$ cat src/rtl/cache_replace_policy.sv
// Victim selection for a set-associative cache: invalid line first, else LRU / FIFO / LFSR random.
// Latency: one cycle from victim_req to victim_valid. No backpressure: a query is accepted every cycle.
`ifndef CACHE_E
`define CACHE_E 4
`endif

module cache_replace_policy #(
  parameter int NUM_SETS = 4,
  parameter int SET_SIZE = `CACHE_E,
  parameter int POLICY   = 0,
  localparam int K = $clog2(SET_SIZE),
  localparam int S = (NUM_SETS > 1) ? $clog2(NUM_SETS) : 1
) (
  input  logic                clk,
  input  logic                resetn,
  input  logic                access_valid,
  input  logic [S-1:0]        access_set,
  input  logic [K-1:0]        access_line,
  input  logic                access_fill,
  input  logic                victim_req,
  input  logic [S-1:0]        victim_set,
  input  logic [SET_SIZE-1:0] valid_mask,
  output logic                victim_valid,
  output logic [K-1:0]        victim_line
);

  // State arrays cover every encodable set index so port-driven indexing never goes out of range.
  localparam int NS = 1 << S;

  if (SET_SIZE < 2 || (SET_SIZE & (SET_SIZE - 1)) != 0) begin : g_bad_set_size
    $error("cache_replace_policy: SET_SIZE must be a power of 2 and >= 2");
  end
  if (POLICY < 0 || POLICY > 2) begin : g_bad_policy
    $error("cache_replace_policy: POLICY must be 0 (LRU), 1 (FIFO) or 2 (RANDOM)");
  end

  logic [K-1:0] r_rank [NS][SET_SIZE];
  logic [K-1:0] r_ptr  [NS];
  logic [15:0]  r_lfsr;
  logic         r_victim_valid;
  logic [K-1:0] r_victim_line;

  logic [K-1:0] w_inv_line;
  logic [K-1:0] w_lru_line;
  logic [K-1:0] w_sel;
  logic         w_lfsr_fb;

  // Walk downwards so the lowest-index invalid line is the last one written.
  always_comb begin
    w_inv_line = '0;
    for (int l = SET_SIZE - 1; l >= 0; l--) begin
      if (!valid_mask[l]) w_inv_line = K'(l);
    end
  end

  always_comb begin
    w_lru_line = '0;
    for (int l = 0; l < SET_SIZE; l++) begin
      if (r_rank[victim_set][l] == K'(SET_SIZE - 1)) w_lru_line = K'(l);
    end
  end

  always_comb begin
    if (!(&valid_mask))   w_sel = w_inv_line;
    else if (POLICY == 0) w_sel = w_lru_line;
    else if (POLICY == 1) w_sel = r_ptr[victim_set];
    else                  w_sel = r_lfsr[K-1:0];
  end

  assign w_lfsr_fb = r_lfsr[0] ^ r_lfsr[2] ^ r_lfsr[3] ^ r_lfsr[5];

  // Selection reads pre-update state, so a same-cycle access to the queried set is not yet visible.
  always_ff @(posedge clk or negedge resetn) begin
    if (!resetn) begin
      r_victim_valid <= 1'b0;
      r_victim_line  <= '0;
      r_lfsr         <= 16'hACE1;
    end else begin
      r_victim_valid <= victim_req;
      if (victim_req) r_victim_line <= w_sel;
      r_lfsr <= {w_lfsr_fb, r_lfsr[15:1]};
    end
  end

  always_ff @(posedge clk or negedge resetn) begin
    if (!resetn) begin
      for (int s = 0; s < NS; s++) begin
        for (int l = 0; l < SET_SIZE; l++) r_rank[s][l] <= K'(l);
      end
    end else if (access_valid) begin
      for (int l = 0; l < SET_SIZE; l++) begin
        if (K'(l) == access_line)
          r_rank[access_set][l] <= '0;
        else if (r_rank[access_set][l] < r_rank[access_set][access_line])
          r_rank[access_set][l] <= r_rank[access_set][l] + K'(1);
      end
    end
  end

  always_ff @(posedge clk or negedge resetn) begin
    if (!resetn) begin
      for (int s = 0; s < NS; s++) r_ptr[s] <= '0;
    end else if (access_valid && access_fill) begin
      r_ptr[access_set] <= access_line + K'(1);
    end
  end

  assign victim_valid = r_victim_valid;
  assign victim_line  = r_victim_line;

endmodule

$ cat config.mk
export PLATFORM = sky130hd
export DESIGN_NAME = cache_replace_policy
export DESIGN_NICKNAME = d
export VERILOG_FILES = /design/src/rtl/cache_replace_policy.sv
export SDC_FILE = /design/constraint.sdc
export NUM_CORES = 1
export LEC_CHECK = 0
export CELL_PAD_IN_SITES_DETAIL_PLACEMENT = 1
export CELL_PAD_IN_SITES_GLOBAL_PLACEMENT = 2
export CORE_MARGIN = 10
export CORE_UTILIZATION = 40
export DETAILED_ROUTE_END_ITERATION = 8
export GPL_TIMING_DRIVEN = 1
export PLACE_DENSITY_LB_ADDON = 0.1
export SLEW_MARGIN = 20
export SYNTH_ARGS = -nofsm -noshare
export SYNTH_HDL_FRONTEND = slang
export SYNTH_SLANG_ARGS = --single-unit
$ cat constraint.sdc
create_clock -name clk -period 7.71 [get_ports clk]
set_input_delay 1.9275 -clock clk [delete_from_list [all_inputs] [get_ports clk]]
set_output_delay 1.9275 -clock clk [all_outputs]
set_load 0.01 [all_outputs]
==> impl_results.md, run 1 <==
- Status: finished clean
- Share of cells above drive strength 1: 0.335
- GP Congestion: 0.848
- Synth cell count leaders: mux2_2, dfrtp_1, dfstp_2, nor2_1, mux4_2
- Non-Filler Instances: 305
- Hold Vio Cnt, Final: 0
- Setup WS pre-CTS: 2.31 ns
- Number of synthesized flops with an enable pin: 0
- First DRT Iteration DRCs: 35
- Crit. End Element: flop
- WL met2: 3250 um
- Vias in the first global route: 1,997
- Syn-to-layout area delta: 13.4%
- Hold wc startpoint: r_rank[23]$_DFFE_PN0P_
- Number of diodes: 0
- Fmax: 195 MHz
- Clk root buf: clkbuf_8
- Fin Setup TNS: 0 ns
- PortBufs: 16
- Ys flop type: dfrtp_1
- Post-CTS setup buffer count: 0
- Final WL: 6360 um
- Wl on met1: 2880 um
- Routed Antenna Nets: 0
- Ports: 18
- Total gr overflow: 0
- Via-to-Cell Ratio: 6.01
- First-pass GRT wire length: 10,600 um
- DR top layer: met4
- Max H-tree Level: 2
- Syn Area/Cell: 11.7 um^2
- Final worst slack: 2.59 ns
- Gr usage total: 0.133
- Syn Nets: 229
- Final period util: 0.664
- CTS Sinks: 35
- Die width: 98.3 um
- Cell Area, Synth: 2450 um^2
- Final setup violation count: 0
- P_leak: 1.07 nW
- Peak VDD IR: 0.0720 mV
- Initial antenna violation count: 0
- Startpoint Class: primary input
- Worst-path fanout max: 20
- Area of the core: 5960 um^2
- Die area: 9670 um^2
- Pwr Density: 134 nW/um^2
- Worst-margin pin slew: 0.884 ns
- Power Total: 0.373 mW
- Synth async-reset ratio: 1.00
- Worst setup path startpoint: access_set[0]
- Synth Register Bits: 35
- Max_cap viols: 0
- Clock skew: 0.00939 ns
- Row Count: 28
- Area leader, netlist: dfrtp_1
- # resized after CTS: 0
- CP Data Required Time: 7.88 ns
- Hold WC Path Type: reg2reg
- Most frequent cell after synthesis: mux2_2
- Synth warn: 0
- Num CTS Buffers: 5
- CP Data Arrival Time: 5.29 ns
- Skew-Pair Late Insertion Delay: 0.29 ns
- Cts hold-fix bufs: 0
- Cells after DPL: 297
- CTS max path bufs: 2
- Die Ht: 98.3 um
- Setup Crit Path Kind: in2reg
- Drt drc: 0
- CTS tree: built
- Max Slew Vio Count: 0
- Library cells used by synthesis: 39
- Synth area leaders: dfrtp_1, dfstp_2, mux2_2, mux4_2, a21oi_1
- Share of the synthesized area in the top cell type: 0.194
- Register area share after synthesis: 0.365
- Met3 WL post-DR: 133 um
- Vias: 1,833
- Synthesized instance count: 210
- RSZ-0062 raised after global routing: false
- TritonRoute pass-1 iters: 4
- Hpwl dp: 4990 um
- Clock transition at the registers of the reported paths: 0.07 ns
- Starting Density: 0.412
- Max_slew headroom: 0.394
- FF-to-FF Start: r_rank[5]$_DFFE_PN0P_
- Largest net degree at the start of global routing: 36
- Period minus WS final: 5.12 ns
- Final nets: 248
- Average wire per standard cell: 20.8 um
[cell families after synthesis]
group,after synthesis,share of synthesized area
fa+ha+maj,4,0.0204
simple gates,68,0.158
xor+xnor,4,0.0143
compound gates,33,0.0984
buf+inv,14,0.0306
mux,52,0.314
flops,35,0.365
[worst paths after layout]
| kind | cells past startpoint | endpoint | slack [ns] |
|---|---|---|---|
| worst min register to register | 1 | r_rank[23]$_DFFE_PN0P_ | 0.52 |
| worst min-delay path | 1 | r_rank[23]$_DFFE_PN0P_ | 0.52 |
| worst max-delay path | 11 | r_rank[18]$_DFFE_PN0P_ | 2.59 |
| max in group asynchronous | 2 | r_rank[1]$_DFFE_PN1P_ | 5.30 |
| worst max register to register | 9 | r_rank[18]$_DFFE_PN0P_ | 4.70 |
| min in group asynchronous | 2 | r_rank[23]$_DFFE_PN0P_ | 2.04 |
[critical path, stage by stage]
cell,delay (ns)
clkdlybuf4s50_1,0.46
buf_4,0.31
mux4_2,0.62
mux4_2,0.48
inv_1,0.16
ha_1,0.31
nor2_1,0.07
nor2_1,0.23
nor2_1,0.07
a21oi_1,0.28
mux2_2,0.37
[layout by cell type, fill, tap and decap left out, types with 8 or more instances in the layout]
master | Yosys | layout
dfstp_2 | 16 | 16
dfrtp_1 | 19 | 19
a21oi_1 | 12 | 12
nor3b_1 | 8 | 8
mux2_2 | 32 | 32
clkdlybuf4s50_1 | 0 | 16
nand2_1 | 14 | 14
o22ai_1 | 8 | 8
mux4_2 | 15 | 15
nor2_1 | 16 | 16
[per-stage QoR]
stage                util  area [um^2]  hold slack, ns
floorplan               -         2450           0.474
global placement    0.450         2680           0.486
global route        0.467         2780           0.554
detailed placement  0.450         2680           0.501
CTS                 0.467         2780           0.518
finish              0.467         2780           0.518
[final cells by class]
class	count	area, um^2
clock buffers	8	100
repair buffers	19	183
inverters	7	26.3
flip-flops and latches	35	896
fillers	661	3170
multi-input cells	161	1480
well taps	75	93.8
[routing by layer]
metal,up-vias,global-route usage
met3,9,0.0254
met1,953,0.173
met5,-,0
met4,0,0.0353
met2,31,0.219
li1,840,-
[flip-flops by register name (all words and copies together), names as in the netlist]
| signal | cells |
|---|---|
| r_rank | 32 |
| victim_line | 2 |
| victim_valid | 1 |
[power breakdown]
group          internal [mW]  total [mW]  leakage, nW  switching [mW]
registers              0.185       0.186        0.426        0.000497
clock network         0.0815       0.146       0.0515          0.0641
logic                 0.0185      0.0420        0.590          0.0235
total                  0.285       0.373         1.07          0.0882
Power figures use the tool's default switching activity.
==> run 2, diff against run 1 <==
- clock period: 7.71 -> 4.8 ns (I/O delays scaled with it)
==> impl_results.md, run 2 (same netlist as run 1, synthesis figures left out) <==
- Max_slew headroom: 0.338 (-0.0562)
- Hold WC Path Type: reg2reg
- GP Congestion: 0.839 (-1.0%)
- Average wire per standard cell: 21.6 um (+3.8%)
- Fin Setup TNS: 0 ns (unchanged)
- Via-to-Cell Ratio: 5.98 (-0.43%)
- Clock transition at the registers of the reported paths: 0.07 ns (about the same)
- Num CTS Buffers: 5 (unchanged)
- Starting Density: 0.412 (unchanged)
- Hold Vio Cnt, Final: 0 (unchanged)
- First DRT Iteration DRCs: 106 (+200%)
- Ports: 18 (unchanged)
- CP Data Required Time: 4.97 ns (-2.91 ns)
- Routed Antenna Nets: 0 (unchanged)
- Worst R2R End: r_rank[21]$_DFFE_PN0P_
- Final setup violation count: 0 (unchanged)
- PortBufs: 16 (unchanged)
- Share of cells above drive strength 1: 0.345 (+0.0100)
- Startpoint Class: primary input
- Biggest register: r_rank
- RSZ-0062 raised after global routing: false
- Worst-path fanout max: 20 (unchanged)
- Final period util: 0.888
- CP Data Arrival Time: 4.43 ns (-0.86 ns)
- Clk root buf: clkbuf_8
- Post-CTS setup buffer count: 0 (unchanged)
- Setup Crit Path Kind: in2reg
- CTS tree: built
- Hold wc startpoint: r_rank[31]$_DFFE_PN0P_
- Max incr delay on CP: 0.59 ns (-0.03 ns)
- Die Ht: 98.3 um (unchanged)
- Initial antenna violation count: 0 (unchanged)
- Number of diodes: 0 (unchanged)
- TritonRoute pass-1 iters: 4 (unchanged)
- FF-to-FF setup slack: 1.81 ns (-2.89 ns)
- CTS Sinks: 35 (unchanged)
- Commonest non-fill, non-tap cell in the layout: mux2_2
- FF-to-FF Start: r_rank[5]$_DFFE_PN0P_
- First-pass GRT wire length: 11,200 um (+5.7%)
- CP max stage cell: mux4_2
- CTS max path bufs: 2 (unchanged)
- Final WL: 6640 um (+4.5%)
- Die area: 9670 um^2 (unchanged)
- Peak VDD IR: 0.121 mV (+68%)
- Largest net degree at the start of global routing: 28 (-22%)
- Most used cell, CP: nor2_1
- P_leak: 1.08 nW (+1.4%)
- Max Slew Vio Count: 0 (unchanged)
- Clock skew: 0.00456 ns (-0.00483 ns)
- Period minus WS final: 4.26 ns
- WP buf/inv: 3 (unchanged)
- Syn-to-layout area delta: 14.3%
- Final nets: 250 (+0.81%)
- CP top delay family: multiplexers
- Status: finished clean
- Max H-tree Level: 2 (unchanged)
- Reg2reg path depth: 9 (unchanged)
- Fmax: 235 MHz
- Total gr overflow: 0 (unchanged)
- Row Count: 28 (unchanged)
- Max_cap viols: 0 (unchanged)
- Die width: 98.3 um (unchanged)
- Pwr Density: 215 nW/um^2 (+61%)
- Vias in the first global route: 2,003 (+0.30%)
- Cts hold-fix bufs: 0 (unchanged)
- Worst-margin pin slew: 0.966 ns (+0.0820 ns)
- Hold worst-path end: r_rank[31]$_DFFE_PN0P_
- # resized after CTS: 0 (unchanged)
- Crit. End Element: flop
- Gr usage total: 0.142 (+0.00946)
- Area of the core: 5960 um^2 (unchanged)
- Vias: 1,837 (+0.22%)
- Drt drc: 0 (unchanged)
- Power Total: 0.604 mW (+62%)
- CP cell instances: clkdlybuf4s50_1, buf_12, mux4_2, mux4_2, inv_1, ha_1, nor2_1, nor2_1, nor2_1, a21oi_1, mux2_2
- Hpwl dp: 5160 um (+3.4%)
- Skew-Pair Late Insertion Delay: 0.28 ns (about the same)
- Worst hold stages: 1 (unchanged)
- Max FFs per register: 32 (unchanged)
- Most frequent cells in the layout: mux2_2, dfrtp_1, nor2_1, dfstp_2
==> run 2: power breakdown <==
group	internal (mW)	switching, mW	total (mW)
logic	0.0309	0.0381	0.0690
clock network	0.131	0.106	0.237
registers	0.297	0.000827	0.298
total	0.459	0.145	0.604
==> run 2: worst register-to-register path, cell delays in order (launching register included) <==
cell and delay (ns):
dfrtp_1 0.40, mux4_2 0.55, mux4_2 0.47, inv_1 0.18, ha_1 0.31, nor2_1 0.07
nor2_1 0.22, nor2_1 0.08, a21oi_1 0.24, mux2_2 0.37
==> run 2: stage by stage <==
stage           util  cell area [um^2]  std cells  worst slack, ns  hold WS, ns
3_5_place_dp   0.454              2700        299            0.236        0.496
5_1_grt        0.471              2800        307            0.292        0.520
6_report       0.471              2800        307            0.538        0.508
2_1_floorplan      -              2450        210            0.982        0.474
4_1_cts        0.471              2800        307            0.543        0.512
3_3_place_gp   0.455              2710        299            0.328        0.486
==> run 2: area by class of cell <==
| cell class | instances | area [um^2] |
|---|---|---|
| Tap cell | 75 | 93.8 |
| Inverter | 7 | 26.3 |
| Clock buffer | 8 | 100 |
| Timing Repair Buffer | 21 | 205 |
| Sequential cell | 35 | 896 |
| Multi-Input combinational cell | 161 | 1480 |
| Fill cell | 652 | 3150 |
==> run 2: routing by layer <==
| metal | vias up | track usage | wire length, um |
|---|---|---|---|
| li1 | 838 | - | - |
| met1 | 969 | 0.187 | 3060 |
| met2 | 23 | 0.236 | 3360 |
| met3 | 7 | 0.0226 | 145 |
| met4 | 0 | 0.0375 | 75 |
| met5 | - | 0 | 0 |
==> run 2: worst max-delay path by stage <==
stage | startpoint | to | cells after the start
2_1_floorplan | access_set[1] | r_rank[13]$_DFFE_PN0P_ | 11
3_3_place_gp | access_set[0] | r_rank[13]$_DFFE_PN0P_ | 11
3_5_place_dp | access_set[0] | r_rank[13]$_DFFE_PN0P_ | 11
4_1_cts | access_set[0] | r_rank[13]$_DFFE_PN0P_ | 11
5_1_grt | access_set[0] | r_rank[13]$_DFFE_PN0P_ | 11
6_report | access_set[0] | r_rank[21]$_DFFE_PN0P_ | 11
==> run 3, diff against run 2 <==
- SKIP_CTS_REPAIR_TIMING: default -> 1
==> results of run 3 <==
The final DEF is identical to that of run 2; final timing and power are the same.
